--- src/rtl/debounce_pkg.sv ---
// Shared definitions for the debounce / edge-detect conditioning stage.
// State encoding, the FSM state type and the counter width helper.
package debounce_pkg;

    localparam logic [1:0] ST_STABLE_LO = 2'd0;
    localparam logic [1:0] ST_WAIT_HI   = 2'd1;
    localparam logic [1:0] ST_STABLE_HI = 2'd2;
    localparam logic [1:0] ST_WAIT_LO   = 2'd3;

    typedef enum logic [1:0] {
        STABLE_LO = ST_STABLE_LO,
        WAIT_HI   = ST_WAIT_HI,
        STABLE_HI = ST_STABLE_HI,
        WAIT_LO   = ST_WAIT_LO
    } state_e;

    // Counter must hold 0..stable_cycles without wrapping.
    function automatic int cnt_w(input int stable_cycles);
        return $clog2(stable_cycles + 1);
    endfunction

endpackage

--- src/rtl/sync_2ff.sv ---
// Two-flop synchroniser for a single asynchronous input bit.
// Reset loads both flops with RESET_LEVEL so no false edge appears at release.
module sync_2ff
    import debounce_pkg::*;
#(
    parameter logic RESET_LEVEL = 1'b0
) (
    input  logic clk,
    input  logic reset,
    input  logic d,
    output logic q
);

    logic sync1_q;
    logic sync2_q;

    // Shift the raw input through two flops to settle metastability.
    always_ff @(posedge clk or posedge reset) begin
        if (reset) begin
            sync1_q <= RESET_LEVEL;
            sync2_q <= RESET_LEVEL;
        end else begin
            sync1_q <= d;
            sync2_q <= sync1_q;
        end
    end

    assign q = sync2_q;

endmodule

--- src/rtl/debounce_edge_detect.sv ---
// Synchronise, debounce and edge-detect a bouncy asynchronous input.
// Optional fall-edge output is built when DEBOUNCE_FALL_EN is defined.
module debounce_edge_detect
    import debounce_pkg::*;
#(
    parameter int   STABLE_CYCLES = 4,
    parameter logic RESET_LEVEL   = 1'b0
) (
    input  logic clk,
    input  logic reset,
    input  logic din,
    output logic level,
    output logic rise
`ifdef DEBOUNCE_FALL_EN
    ,
    output logic fall
`endif
);

    localparam int CNT_W = cnt_w(STABLE_CYCLES);
    localparam logic [CNT_W-1:0] CNT_ONE  = CNT_W'(1);
    localparam logic [CNT_W-1:0] CNT_LAST = CNT_W'(STABLE_CYCLES - 1);
    localparam state_e RST_STATE = RESET_LEVEL ? STABLE_HI : STABLE_LO;

    logic             sync2;
    state_e           state_q, state_d;
    logic [CNT_W-1:0] cnt_q, cnt_d;
    logic             level_q, level_d;
    logic             rise_q, rise_d;

    sync_2ff #(
        .RESET_LEVEL(RESET_LEVEL)
    ) u_sync (
        .clk  (clk),
        .reset(reset),
        .d    (din),
        .q    (sync2)
    );

    // A new level is accepted only after STABLE_CYCLES matching samples.
    always_comb begin
        state_d = state_q;
        cnt_d   = cnt_q;
        level_d = level_q;
        unique case (state_q)
            STABLE_LO: begin
                if (sync2) begin
                    if (STABLE_CYCLES == 1) begin
                        state_d = STABLE_HI;
                        level_d = 1'b1;
                        cnt_d   = '0;
                    end else begin
                        state_d = WAIT_HI;
                        cnt_d   = CNT_ONE;
                    end
                end
            end
            WAIT_HI: begin
                if (!sync2) begin
                    state_d = STABLE_LO;
                    cnt_d   = '0;
                end else if (cnt_q == CNT_LAST) begin
                    state_d = STABLE_HI;
                    level_d = 1'b1;
                    cnt_d   = '0;
                end else begin
                    cnt_d = cnt_q + CNT_ONE;
                end
            end
            STABLE_HI: begin
                if (!sync2) begin
                    if (STABLE_CYCLES == 1) begin
                        state_d = STABLE_LO;
                        level_d = 1'b0;
                        cnt_d   = '0;
                    end else begin
                        state_d = WAIT_LO;
                        cnt_d   = CNT_ONE;
                    end
                end
            end
            WAIT_LO: begin
                if (sync2) begin
                    state_d = STABLE_HI;
                    cnt_d   = '0;
                end else if (cnt_q == CNT_LAST) begin
                    state_d = STABLE_LO;
                    level_d = 1'b0;
                    cnt_d   = '0;
                end else begin
                    cnt_d = cnt_q + CNT_ONE;
                end
            end
            default: begin
                state_d = RST_STATE;
                cnt_d   = '0;
            end
        endcase
    end

    // Edges are exactly the cycles where the accepted level changes.
    assign rise_d = ~level_q & level_d;

    // FSM, counter and output registers.
    always_ff @(posedge clk or posedge reset) begin
        if (reset) begin
            state_q <= RST_STATE;
            cnt_q   <= '0;
            level_q <= RESET_LEVEL;
            rise_q  <= 1'b0;
        end else begin
            state_q <= state_d;
            cnt_q   <= cnt_d;
            level_q <= level_d;
            rise_q  <= rise_d;
        end
    end

    assign level = level_q;
    assign rise  = rise_q;

`ifdef DEBOUNCE_FALL_EN
    logic fall_q;
    logic fall_d;

    assign fall_d = level_q & ~level_d;

    // Registered one-cycle pulse on an accepted 1->0 change.
    always_ff @(posedge clk or posedge reset) begin
        if (reset) begin
            fall_q <= 1'b0;
        end else begin
            fall_q <= fall_d;
        end
    end

    assign fall = fall_q;
`endif

endmodule
--- config.mk ---
export PLATFORM = sky130hd
export DESIGN_NAME = debounce_edge_detect
export DESIGN_NICKNAME = d
export VERILOG_FILES = /design/src/rtl/debounce_pkg.sv /design/src/rtl/sync_2ff.sv /design/src/rtl/debounce_edge_detect.sv
export SDC_FILE = /design/constraint.sdc
export NUM_CORES = 1
export LEC_CHECK = 0
export CAP_MARGIN = 20
export CORE_AREA = 2 2 39 41
export CTS_CLUSTER_DIAMETER = 40
export DETAILED_ROUTE_END_ITERATION = 12
export DIE_AREA = 0 0 41 43
export GPL_TIMING_DRIVEN = 0
export PLACE_DENSITY = 0.58
export REMOVE_ABC_BUFFERS = 1
export SLEW_MARGIN = 15
export SYNTH_ARGS = -nofsm -noshare
export SYNTH_HDL_FRONTEND = slang
export SYNTH_SLANG_ARGS = --single-unit
--- constraint.sdc ---
create_clock -name clk -period 1.1 [get_ports clk]
set_input_delay 0.275 -clock clk [delete_from_list [all_inputs] [get_ports clk]]
set_output_delay 0.275 -clock clk [all_outputs]
set_load 0.05 [all_outputs]
==> summary.txt, run 1 <==
Clock network
  – Clock sink count: 9
  – Clk root buf: clkbuf_4
  – TritonCTS Buffers: 3
  – CTS tree: built
  – Post-CTS Hold Fix Bufs: 0
  – Clk pin slew, worst setup/hold paths: 60 ps
  – Clock tree buffer depth: 2
  – Latest clock arrival within the worst-skew pair: 260 ps
  – H-tree depth: 1

Yosys
  – Synth cell types: 17
  – Post-synthesis adder-cell area fraction: 0.0338
  – Post-Syn Area: 370 um2
  – Number of synthesized register bits: 9
  – Syn Inst Count: 29
  – Post-synthesis mux area share: 0.0304
  – Simple-gate share of the synthesized area: 0.125
  – Synthesized-area fraction occupied by xor and xnor cells: 0.0439
  – Compound-Gate Fraction of Synth Area: 0.139
  – Synth top area cells: dfrtp_1 61%, o2bb2ai_1 4.7%, xor2_2 4.4%
  – Synth top area share: 0.608
  – Largest family of logic cells by synthesized area: compound AO/OA/AOI/OAI gates
  – Avg Inst Size Synth: 12.8 um2
  – Synth area leader: dfrtp_1
  – Yosys Warn Count: 0
  – Sequential area share after synthesis: 0.608

Timing
  – RSZ-0062 raised after global routing: yes
  – Setup WS post-layout: -111 ps
  – Setup Skew: 2.62 ps
  – Fmax: 826 MHz
  – Slew margin rel.: 0.781
  – Final Critical Period: 1210 ps
  – Final hold vios: 0
  – Period utilization: 1.10
  – WHS: 263 ps
  – Final setup viols: 4
  – Tightest Pin Transition: 329 ps
  – Setup_tns: -275 ps
  – Fin. max-slew vios: 0

Detailed routing
  – Avg WL per Cell: 12.9 um
  – Routed vias/inst: 4.76
  – Initial DRC Count: 11
  – Antenna Nets Post-Route: 0
  – DR vias: 257
  – DRC: 0
  – DR pass1 iterations: 4
  – WL final: 698 um

Power
  – Leak: 0.000202 uW
  – Peak supply drop: 0.858 mV
  – PwrDens: 2210 nW/um2

Critical path
  – Crit path kind: reg -> reg
  – CP Launch Type: flop
  – Max incr delay on CP: 390 ps
  – Reg-to-reg startpoint: cnt_q[1]$_DFFE_PP0P_
  – Worst EP arrival: 1350 ps
  – Crit end category: flop
  – Flop-to-flop setup slack: -110 ps
  – CP required: 1240 ps
  – Cell Chain, Critical Path: ha_2 -> nand3b_1 -> mux2_4
  – Worst-path maximum fanout: 4
  – Slowest cell on crit path: dfrtp_1
  – Top delay family on crit path: flip-flops
  – CP bufs+invs: 0
  – Reg2Reg Depth: 3

Die
  – Core Area: 1380 um2
  – Site Rows: 14
  – Die W: 41 um
  – Initial Util: 0.268
  – # IOs: 5
  – Die ar.: 1760 um2
  – Die Y-Extent: 43 um

Layout
  – Layout area overhead: 28.4%
  – Layout cells sized above 1: 0.289
  – Ant diodes: 0
  – Filler cell count: 122
  – Most frequent cells in the layout: 9 x dfrtp_1, 3 x clkbuf_4
  – Total Nets Final: 43
  – Fin area: 475 um2
  – Most common cell after layout, fill and taps aside: dfrtp_1

Global routing
  – First-pass GRT wire length: 1250 um
  – Final global-route overflow total: 0
  – Vias in the first global route: 293
  – Largest net degree at the start of global routing: 10
  – Initial antenna violation count: 0
  – Tot GR Track Use: 0.115

Place
  – Placed Instance Area: 430 um2
  – Dpl ws: -366 ps
  – DP HPWL: 507 um
  – GPL Wtd Cong: 0.603
  – I/O Buffers: 4

Status
  – Status: complete, but fails checks
  – Violated checks: setup timing

Run
  – Maxcap violations: 0

Worst hold path
  – Hold crit path type: in -> async
==> kinds of logic (layout without fill, tap and decap cells) <==
logic type,after synthesis,after routing
buffers and inverters,2,11
xor gates and xnor gates,1,1
DFF,9,9
and+or+nand+nor,8,8
muxes,1,1
adders and majority gates,1,1
AOI/OAI and AO/OA,7,7
==> per-stage QoR <==
step	total power (uW)	instances	utilization
finish	1050	54	0.344
global route	1120	54	0.344
CTS	1050	54	0.339
detailed placement	741	49	0.311
global placement	711	49	0.311
floorplan	667	29	-
==> what timing repair did <==
item / 4_1_cts / 5_1_grt
resized for setup: 16 / 2
setup buffers: 1 / 0
gates cloned: 0 / 0
setup endpoints to repair: 6 / 9
pin swaps: 3 / 1
==> metal layers <==
layer | up-vias | routed length, um | track usage
met4 | 0 | 22 | 0.120
met1 | 119 | 269 | 0.122
met5 | - | 0 | 0
met2 | 18 | 363 | 0.163
met3 | 2 | 43 | 0.0366
li1 | 118 | - | -
==> synthesized netlist by cell type <==
library cell,number
and2_2,1
o21a_1,1
xor2_2,1
nor4b_1,1
nor2_1,1
ha_1,1
a22o_1,1
dfrtp_1,9
o21bai_1,1
nor2b_1,1
nand3_1,1
o2bb2ai_1,2
nand3b_1,1
nand2_1,2
mux2_2,1
o21ai_0,2
inv_1,2
==> worst max-delay path by stage <==
stage | startpoint | to | depth (start not counted)
2_1_floorplan | cnt_q[0]$_DFFE_PP0P_ | flop | 3
4_1_cts | cnt_q[1]$_DFFE_PP0P_ | flop | 3
6_report | cnt_q[1]$_DFFE_PP0P_ | flop | 3
5_1_grt | cnt_q[0]$_DFFE_PP0P_ | rise$_DFF_PP0_ | 3
3_3_place_gp | level$_DFF_PP0_ | level | 1
3_5_place_dp | level$_DFF_PP0_ | level | 1
==> worst register-to-register path, stage by stage, from the launching register on <==
cell	delay [ps]
dfrtp_1	390
ha_2	210
nand3b_1	180
mux2_4	320
==> area by class of cell <==
type / instances / area, um2 / share of cell area
sequential: 9 / 225 / 0.474
multi-input combinational: 18 / 146 / 0.308
timing repair buffer: 5 / 50.0 / 0.105
clock buffer: 4 / 26.3 / 0.0553
tap: 16 / 20.0 / 0.0421
inverter: 2 / 7.51 / 0.0158
==> report_power, final <==
group	switching [uW]	internal, uW	total, uW
Combinational	144	160	305
Sequential	87.1	406	493
Clock	112	140	252
Total	344	706	1050
No activity file was read; power rests on OpenSTA's default activity.
==> run 2: changes to the inputs <==
--- a/config.mk
+++ b/config.mk
@@ -7,6 +7,7 @@
 export LEC_CHECK = 0
 export CAP_MARGIN = 20
 export CORE_AREA = 2 2 39 41
+export CTS_BUF_LIST = sky130_fd_sc_hd__clkbuf_16
 export CTS_CLUSTER_DIAMETER = 40
 export DETAILED_ROUTE_END_ITERATION = 12
 export DIE_AREA = 0 0 41 43
==> summary.txt, run 2 (synthesized netlist as in run 1, its figures left out) <==
Critical path
  – Crit end category: flop
  – Crit path kind: reg -> reg
  – Worst-path maximum fanout: 4 (unchanged)
  – CP Launch Type: flop
  – CP required: 1210 ps (-30 ps)
  – Worst EP arrival: 1320 ps (-30 ps)

Timing
  – Final hold vios: 0 (unchanged)
  – Setup Skew: 1.11 ps (-1.51 ps)
  – Setup_tns: -231 ps (+44.3 ps)
  – Fmax: 828 MHz (+0.25%)
  – Setup WS post-layout: -108 ps (+3.07 ps)
  – RSZ-0062 raised after global routing: yes
  – Slew margin rel.: 0.775 (-0.00578)
  – Fin. max-slew vios: 0 (unchanged)
  – Final Critical Period: 1210 ps (-3.06 ps)
  – Period utilization: 1.10 (-0.00279)
  – Tightest Pin Transition: 338 ps (+8.67 ps)
  – Final setup viols: 3 (-1)
  – WHS: 301 ps (+38.6 ps)

Place
  – Dpl ws: -366 ps (unchanged)
  – I/O Buffers: 4 (unchanged)
  – DP Cell Count: 49 (unchanged)
  – GPL Wtd Cong: 0.603 (unchanged)
  – DP HPWL: 507 um (unchanged)

Power
  – Switch share: 0.266 (-0.0608)
  – PwrDens: 2710 nW/um2 (+23%)
  – Pint: 1040 uW (+48%)
  – Peak supply drop: 1.00 mV (+17%)
  – Clock power share: 0.438 (+0.198)
  – Sequential Power Share: 0.347 (-0.123)
  – Psw: 379 uW (+10%)
  – Total power: 1420 uW (+35%)
  – Leak: 0.000228 uW (+13%)
  – Combinational cell fraction of total power: 0.215 (-0.075)

Global routing
  – First-pass GRT wire length: 1270 um (+1.7%)
  – Largest net degree at the start of global routing: 10 (unchanged)
  – Tot GR Track Use: 0.115 (unchanged)
  – Vias in the first global route: 300 (+2.4%)
  – Initial antenna violation count: 0 (unchanged)
  – Final global-route overflow total: 0 (unchanged)

Detailed routing
  – Initial DRC Count: 8 (-3)
  – DRC: 0 (unchanged)
  – Avg WL per Cell: 13.5 um (+4.4%)
  – Routed vias/inst: 4.72 (-0.78%)
  – WL final: 729 um (+4.4%)
  – DR vias: 255 (-0.78%)
  – Antenna Nets Post-Route: 0 (unchanged)
  – DR pass1 iterations: 4 (unchanged)

Run
  – Maxcap violations: 0 (unchanged)

Die
  – Die Y-Extent: 43 um (unchanged)
  – Die ar.: 1760 um2 (unchanged)
  – Die W: 41 um (unchanged)
  – Initial Util: 0.268 (unchanged)
  – Site Rows: 14 (unchanged)
  – # IOs: 5 (unchanged)
  – Core Area: 1380 um2 (unchanged)

Clock network
  – Clk root buf: clkbuf_16
  – Clock sink count: 9 (unchanged)
  – H-tree depth: 1 (unchanged)
  – CTS tree: built
  – TritonCTS Buffers: 3 (unchanged)
  – Clk pin slew, worst setup/hold paths: 40 ps (-20 ps)
  – Post-CTS Hold Fix Bufs: 0 (unchanged)
  – Clock tree buffer depth: 2 (unchanged)
  – Latest clock arrival within the worst-skew pair: 230 ps (-30 ps)

Layout
  – Layout area overhead: 41.6%
  – Area of the multi-input gates: 146 um2 (unchanged)
  – Filler cell count: 121 (-0.82%)
  – Reg area: 225 um2 (unchanged)
  – Ant diodes: 0 (unchanged)
  – Final Non-Filler Cells: 54 (unchanged)
  – Most frequent cells in the layout: 9 x dfrtp_1, 3 x inv_1, 3 x clkbuf_16
  – Layout cells sized above 1: 0.289 (unchanged)
  – Total Nets Final: 43 (unchanged)
  – Most common cell after layout, fill and taps aside: dfrtp_1

Status
  – Violated checks: setup timing
  – Status: complete, but fails checks

Worst hold path
  – Hold crit path type: in -> async
run 2: path summary, 6_finish.rpt:
check	slack, ps	end	cells after the start	start
max	-110	flop	3	cnt_q[1]$_DFFE_PP0P_
min	300	cnt_q[0]$_DFFE_PP0P_	2	reset
max reg2reg	-110	flop	3	cnt_q[1]$_DFFE_PP0P_
min in group clk	340	u_sync.q$_DFF_PP0_	0	u_sync.sync1_q$_DFF_PP0_
max in group asynchronous	550	u_sync.q$_DFF_PP0_	2	reset
min reg2reg	340	u_sync.q$_DFF_PP0_	0	u_sync.sync1_q$_DFF_PP0_
run 2: power groups by stage:
stage	clock network, uW	logic [uW]	registers, uW
2_1_floorplan	0	183	484
3_5_place_dp	0	246	495
5_1_grt	663	335	504
4_1_cts	643	296	490
3_3_place_gp	0	227	484
6_report	622	305	493
run 2: worst max-delay path: stages (launching register included):
cell	delay, ps
dfrtp_1	380
ha_2	210
nand3b_1	180
mux2_4	320
run 2: layout make-up:
class | instances | area share
inverters | 2 | 0.0143
multi-input cells | 18 | 0.279
clock buffers | 3 | 0.143
repair buffers | 5 | 0.0883
flip-flops and latches | 9 | 0.430
well taps | 16 | 0.0382
clock inverters | 1 | 0.00716
run 2: what timing repair did:
action	CTS	global route
pin swaps	3	1
hold endpoints to repair	0	0
setup buffers	1	0
gates cloned	0	0
endpoints found under the setup margin	6	9
gates resized for setup	14	3
run 2: metal layers:
layer / vias to the layer above / routed length, um / GRT usage
li1: 117 / - / -
met1: 124 / 283 / 0.129
met2: 14 / 392 / 0.166
met3: 0 / 53 / 0.0524
met4: 0 / 0 / 0.0800
met5: - / 0 / 0
run 2: metrics by stage:
stage	instance area, um2	utilization
2_1_floorplan	370	-
3_3_place_gp	430	0.311
3_5_place_dp	430	0.311
4_1_cts	519	0.375
5_1_grt	524	0.379
6_report	524	0.379
==> run 3: changes to the inputs <==
--- a/config.mk
+++ b/config.mk
@@ -11,7 +11,9 @@
 export CTS_CLUSTER_DIAMETER = 40
 export DETAILED_ROUTE_END_ITERATION = 12
 export DIE_AREA = 0 0 41 43
+export GPL_ROUTABILITY_DRIVEN = 0
 export GPL_TIMING_DRIVEN = 0
+export HOLD_SLACK_MARGIN = 0.15
 export PLACE_DENSITY = 0.58
 export REMOVE_ABC_BUFFERS = 1
 export SLEW_MARGIN = 15
==> results of run 3 <==
The final DEF is identical to that of run 2; final timing and power are the same.
==> RTL change 1, RTL diff (settings of run 3) <==
Change the parameter `STABLE_CYCLES` from 4 to 5.
--- a/src/rtl/debounce_edge_detect.sv
+++ b/src/rtl/debounce_edge_detect.sv
@@ -3,7 +3,7 @@
 module debounce_edge_detect
     import debounce_pkg::*;
 #(
-    parameter int   STABLE_CYCLES = 4,
+    parameter int   STABLE_CYCLES = 5,
     parameter logic RESET_LEVEL   = 1'b0
 ) (
     input  logic clk,
Function: changed (Yosys sat finds a counterexample within 10 cycles, from zero or initial values and one cycle with reset high).
==> RTL change 1 against run 3 <==
The run still ends with negative setup slack left; setup slack improved by 59 ps; critical path depth rose by 1; total power rose by 3.8%; sequential cell count did not move; wire length fell by 12%; cell area rose by 13%; non-clock buffer count rose by 2; synthesized area rose by 7.8%; largest cell class unchanged.
==> RTL change 1: results (changes against run 3) <==
[finish]
antenna_diode_count = 0  ; unchanged
num-nets-final = 51  ; +19%
post_route_cells_drive_above_1_share_pct = 35.6  ; +6.6 points
final-instance-count-excl-fill = 61  ; +13%

[power_and_ir_drop]
power.switching_fraction_pct = 27.8  ; +1.1 points
static-leakage-power_nw = 0.255  ; +12%
vdd_drop_max_v = 0.00114  ; +14%

[synth]
synth.top_cells.by_area = sky130_fd_sc_hd__dfrtp_1, sky130_fd_sc_hd__ha_1, sky130_fd_sc_hd__inv_1, sky130_fd_sc_hd__nand2_1, sky130_fd_sc_hd__o22ai_2
synth-compound-area-share_pct = 12.9  ; -1.0 points
yosys_warnings = 0  ; unchanged
ys_seq_area_share_pct = 56.4  ; -4.4 points
ys_types = 18  ; +1
synth_top_cells_by_count = sky130_fd_sc_hd__dfrtp_1, sky130_fd_sc_hd__inv_1, sky130_fd_sc_hd__nand2_1, sky130_fd_sc_hd__ha_1, sky130_fd_sc_hd__o21ai_0
synth-xor-area-share_pct = 4.39  ; about the same
synth_async_sr_flop_share_pct = 100  ; unchanged
yosys.area_share.adder_pct = 6.27  ; +2.9 points
synth_area_per_cell_um2 = 11.7  ; -8.1%
multiplexer_fraction_of_the_synthesized_cell_area_pct = 2.82  ; -0.22 points

[cts]
cts_root_buf = sky130_fd_sc_hd__clkbuf_16
cts.htree.levels = 1  ; unchanged
worst_setup_hold_path_clk_slew_ps = 40  ; about the same
ctsHoldBuffers = 0  ; unchanged
cts_inserted_buffers = 3  ; unchanged
clock_latency_ps = 230  ; about the same
cts-root-to-sink-buffers = 2  ; unchanged

[sta]
setup_viol_count_final = 1  ; -2
smallest_setup_slack_after_layout_ps = -48.6  ; +59.4 ps
setup_total_negative_slack_ps = -48.6  ; +182 ps
worstMarginPinSlew_ps = 334  ; -3.35 ps
skew_ps = 1.09  ; -0.0147 ps

[critical_path]
critical_path.slowest_cell = sky130_fd_sc_hd__dfrtp_1
path_class = flop to flop
maximum_net_fanout_on_the_critical_path = 4  ; unchanged
timing.rr.start = cnt_q[0]
critical-path-max-stage-delay_ps = 380  ; about the same
critPathTopFamily = flip-flops
timing.reg2reg.worst_path_depth = 4  ; +1

[route]
wire_per_inst_um = 10.5  ; -22%
detailedRoute.firstPassIterationCount = 1  ; -3
first_iter_violations = 0  ; -8
post_drt_via_cell_ratio = 4.49  ; -4.9%

[run_status]
violations = negative setup slack
outcome = finished with violations

[global_route]
global_route_wire_length_before_repair_mm = 1.06  ; -17%
global_route.usage.total_pct = 9.37  ; -2.2 points
initial_antenna_violation_count = 0  ; unchanged
first_global_vias = 265  ; -12%
grt_max_degree = 10  ; unchanged

[placed_design]
dp_worst_setup_slack_ps = -355  ; +11.4 ps
place_area_um2 = 459  ; +6.7%
io_buffer_count = 4  ; unchanged
dpl.cell_count = 54  ; +10%
detailedPlacementHpwl_um = 428  ; -16%

[worst_hold_path]
worst_hold_path_type = input pin to asynchronous set/reset pin

## RTL change 1: changes by cell type in the layout (fill, tap and decap cells not counted), sizes merged, moves of 2 or more
cell / before / now
buf: 2 / 4
inv: 3 / 5
nand2: 2 / 4
o2bb2ai: 2 / 0
## RTL change 1: power groups by stage
| stage | Clock [mW] | Sequential, mW | Combinational [mW] |
|---|---|---|---|
| 2_1_floorplan | 0 | 0.474 | 0.197 |
| 5_1_grt | 0.655 | 0.516 | 0.396 |
| 4_1_cts | 0.632 | 0.502 | 0.315 |
| 3_3_place_gp | 0 | 0.489 | 0.236 |
| 6_report | 0.624 | 0.506 | 0.345 |
| 3_5_place_dp | 0 | 0.491 | 0.234 |
## RTL change 1: area by class of cell
| cell class | instances | area (um^2) |
|---|---|---|
| fill | 128 | 793 |
| clock inverter | 1 | 3.75 |
| multi-input combinational | 21 | 190 |
| timing repair buffer | 7 | 61.3 |
| tap | 16 | 20.0 |
| inverter | 4 | 15.0 |
| clock buffer | 3 | 75.1 |
| sequential | 9 | 225 |
## RTL change 1: repair_timing
item                       CTS  global route
setup endpoints to repair    7             7
setup buffers                1             2
gates resized for setup     17             3
pin swaps                    1             1
## RTL change 1: worst register-to-register path: cells and delay by family (launching register included)
family,cells,cell delay [ps]
flops,1,380
fa+ha+maj,1,160
buf+inv,1,90
mux,1,310
simple gates,1,90
## RTL change 1: worst min-delay path by stage
stage / endpoint / slack [ps]
after detailed placement: u_sync.q / 340
after global placement: u_sync.q / 330
after floorplan: asynchronous set/reset pin / 100
final: level / 300
after global routing: u_sync.q / 350
after CTS: level / 310
## RTL change 1: routing by layer
metal / wire length, um / up-vias / GRT usage, % / share of wire (%)
li1: - / 139 / - / -
met1: 282 / 127 / 11.8 / 44
met2: 311 / 6 / 12.2 / 48
met3: 26 / 2 / 3.14 / 4.0
met4: 22 / 0 / 8.00 / 3.4
met5: 0 / - / 0 / 0
## RTL change 1: cells by family after synthesis
family / count (synthesis)
compound gates: 7
xor+xnor: 2
fa+ha+maj: 2
buf+inv: 4
flops: 9
mux: 1
simple gates: 9
==> RTL change 2, RTL diff (settings of run 3) <==
Without the edit above. Register the output `level` once more; this adds one clock of latency there. The other outputs are not delayed to match. Comments in the files are not updated.
--- a/src/rtl/debounce_edge_detect.sv
+++ b/src/rtl/debounce_edge_detect.sv
@@ -116,7 +116,9 @@
         end
     end
 
-    assign level = level_q;
+    always_ff @(posedge clk) begin
+        level <= level_q;
+    end
     assign rise  = rise_q;
 
 `ifdef DEBOUNCE_FALL_EN
Function: changed (a bounded check fails within 10 cycles, from zero or initial values and one cycle with reset high).
==> RTL change 2 against run 3 <==
The flow still finishes with violations (negative setup slack); cell area increased by 8.8%; total power increased by 8.4%; synthesized cell count increased by 3.4%; hold slack got worse by 4.1 ps; sequential cell count increased by 1; non-clock buffer count increased by 1; sequential share of layout area about the same; sequential power increased by 15%; wire length decreased by 4.0%; setup slack improved by 37 ps; synthesized area increased by 6.1%; largest cell class unchanged; highest routed layer is now met4.
==> RTL change 2: results (changes against run 3) <==
[run_status]
outcome = finished with violations
violations = negative setup slack

[synth]
ys_seq_area_share_pct = 62.4  ; +1.6 points
synth_largest_type_area_fraction_pct = 57.3  ; -3.5 points
synth_top_cells_by_count = sky130_fd_sc_hd__dfrtp_1, sky130_fd_sc_hd__o21a_1, sky130_fd_sc_hd__o21ai_0
synth_area_per_cell_um2 = 13.1  ; +2.5%
synth_async_sr_flop_share_pct = 90.0  ; -10 points
synth.top_cells.by_area = sky130_fd_sc_hd__dfrtp_1, sky130_fd_sc_hd__dfxtp_1, sky130_fd_sc_hd__o21a_1, sky130_fd_sc_hd__ha_1, sky130_fd_sc_hd__nor3b_2
yosys_warnings = 0  ; unchanged
ys_types = 20  ; +3

[critical_path]
data_arrival_time_of_the_critical_path_ps = 1290  ; -30 ps
critical-path-max-stage-delay_ps = 410  ; +30 ps
maximum_net_fanout_on_the_critical_path = 3  ; -1
critPathTopFamily = flip-flops

[sta]
smallest_setup_slack_after_layout_ps = -70.6  ; +37.4 ps
skew_ps = 0.381  ; -0.724 ps
setup_viol_count_final = 2  ; -1
setup_total_negative_slack_ps = -118  ; +112 ps
worst_slew_margin_rel_pct = 77.4  ; -0.089 points

[power_and_ir_drop]
static-leakage-power_nw = 0.249  ; +8.9%
vdd_drop_max_v = 0.000985  ; -1.8%
design_power_total_mw = 1.54  ; +8.4%
cell_internal_pwr_mw = 1.12  ; +7.2%

[route]
total_vias_in_the_final_route = 269  ; +5.5%
first_iter_violations = 0  ; -8
detail_route.wirelength_um = 700  ; -4.0%
detailedRoute.firstPassIterationCount = 1  ; -3

[placed_design]
dpl.cell_count = 50  ; +2.0%
detailedPlacementHpwl_um = 446  ; -12%
io_buffer_count = 4  ; unchanged

[finish]
post_route_cells_drive_above_1_share_pct = 30.0  ; +1.1 points
register_with_the_highest_flop_count = cnt_q
largest_reg_flops = 3
fillers = 139  ; +15%
antenna_diode_count = 0  ; unchanged
final-instance-count-excl-fill = 56  ; +3.7%
num-nets-final = 45  ; +4.7%

[global_route]
global_route.usage.total_pct = 12.5  ; +1.0 points
initial_antenna_violation_count = 0  ; unchanged
first_global_vias = 311  ; +3.7%
global_route_wire_length_before_repair_mm = 1.31  ; +3.3%

[RTL change 2: layout make-up]
cell class	instances	area share [%]
sequential	10	43.0
timing repair buffer	6	8.33
inverter	1	0.658
clock inverter	1	0.658
clock buffer	3	13.2
tap	16	3.51
multi-input combinational	19	30.7
[RTL change 2: logic make-up after synthesis]
group / Yosys count / share of synthesized area (%)
AOI/OAI and AO/OA: 7 / 11.8
xor gates and xnor gates: 2 / 4.46
adders and majority gates: 1 / 3.18
buffers and inverters: 1 / 0.954
DFF: 10 / 62.4
muxes: 1 / 2.87
and+or+nand+nor: 8 / 14.3
[RTL change 2: final timing paths]
kind	from	endpoint	slack, ps	cells after the start
worst max register to register	cnt_q[0]	flop	-70	3
min in group clk	u_sync.sync1_q	u_sync.q	350	0
worst min register to register	u_sync.sync1_q	u_sync.q	350	0
worst max-delay path	cnt_q[0]	flop	-70	3
worst min-delay path	reset	cnt_q[0]	300	2
max in group asynchronous	reset	cnt_q[1]	550	2
[RTL change 2: power groups by stage]
stage,sequential [mW],combinational [mW],clock (mW)
after global routing,0.577,0.385,0.683
after detailed placement,0.545,0.263,0
after global placement,0.539,0.246,0
after CTS,0.548,0.318,0.652
after floorplan,0.533,0.199,0
final,0.565,0.334,0.641
[RTL change 2: timing repair]
item	in CTS	in global routing
endpoints found under the setup margin	7	7
pin swaps	3	0
setup buffers	2	0
gates resized for setup	15	3
cloned	0	0
hold endpoints to repair	0	0
[RTL change 2: layer usage]
layer	global-route usage, %	share of wire (%)	vias up
met5	0	0	-
met1	12.8	41	131
met2	17.2	47	8
met4	10.0	3.9	0
met3	7.85	7.9	3
li1	-	-	127
[RTL change 2: stage by stage]
| stage | instance area, um^2 | worst slack (ps) | hold WS [ps] | utilization, % |
|---|---|---|---|---|
| 4_1_cts | 553 | -65.1 | 306 | 40.0 |
| 3_3_place_gp | 453 | -268 | 339 | 32.7 |
| 5_1_grt | 571 | -117 | 356 | 41.2 |
| 6_report | 571 | -70.6 | 297 | 41.2 |
| 3_5_place_dp | 453 | -273 | 342 | 32.7 |
| 2_1_floorplan | 393 | -66.9 | 103 | - |
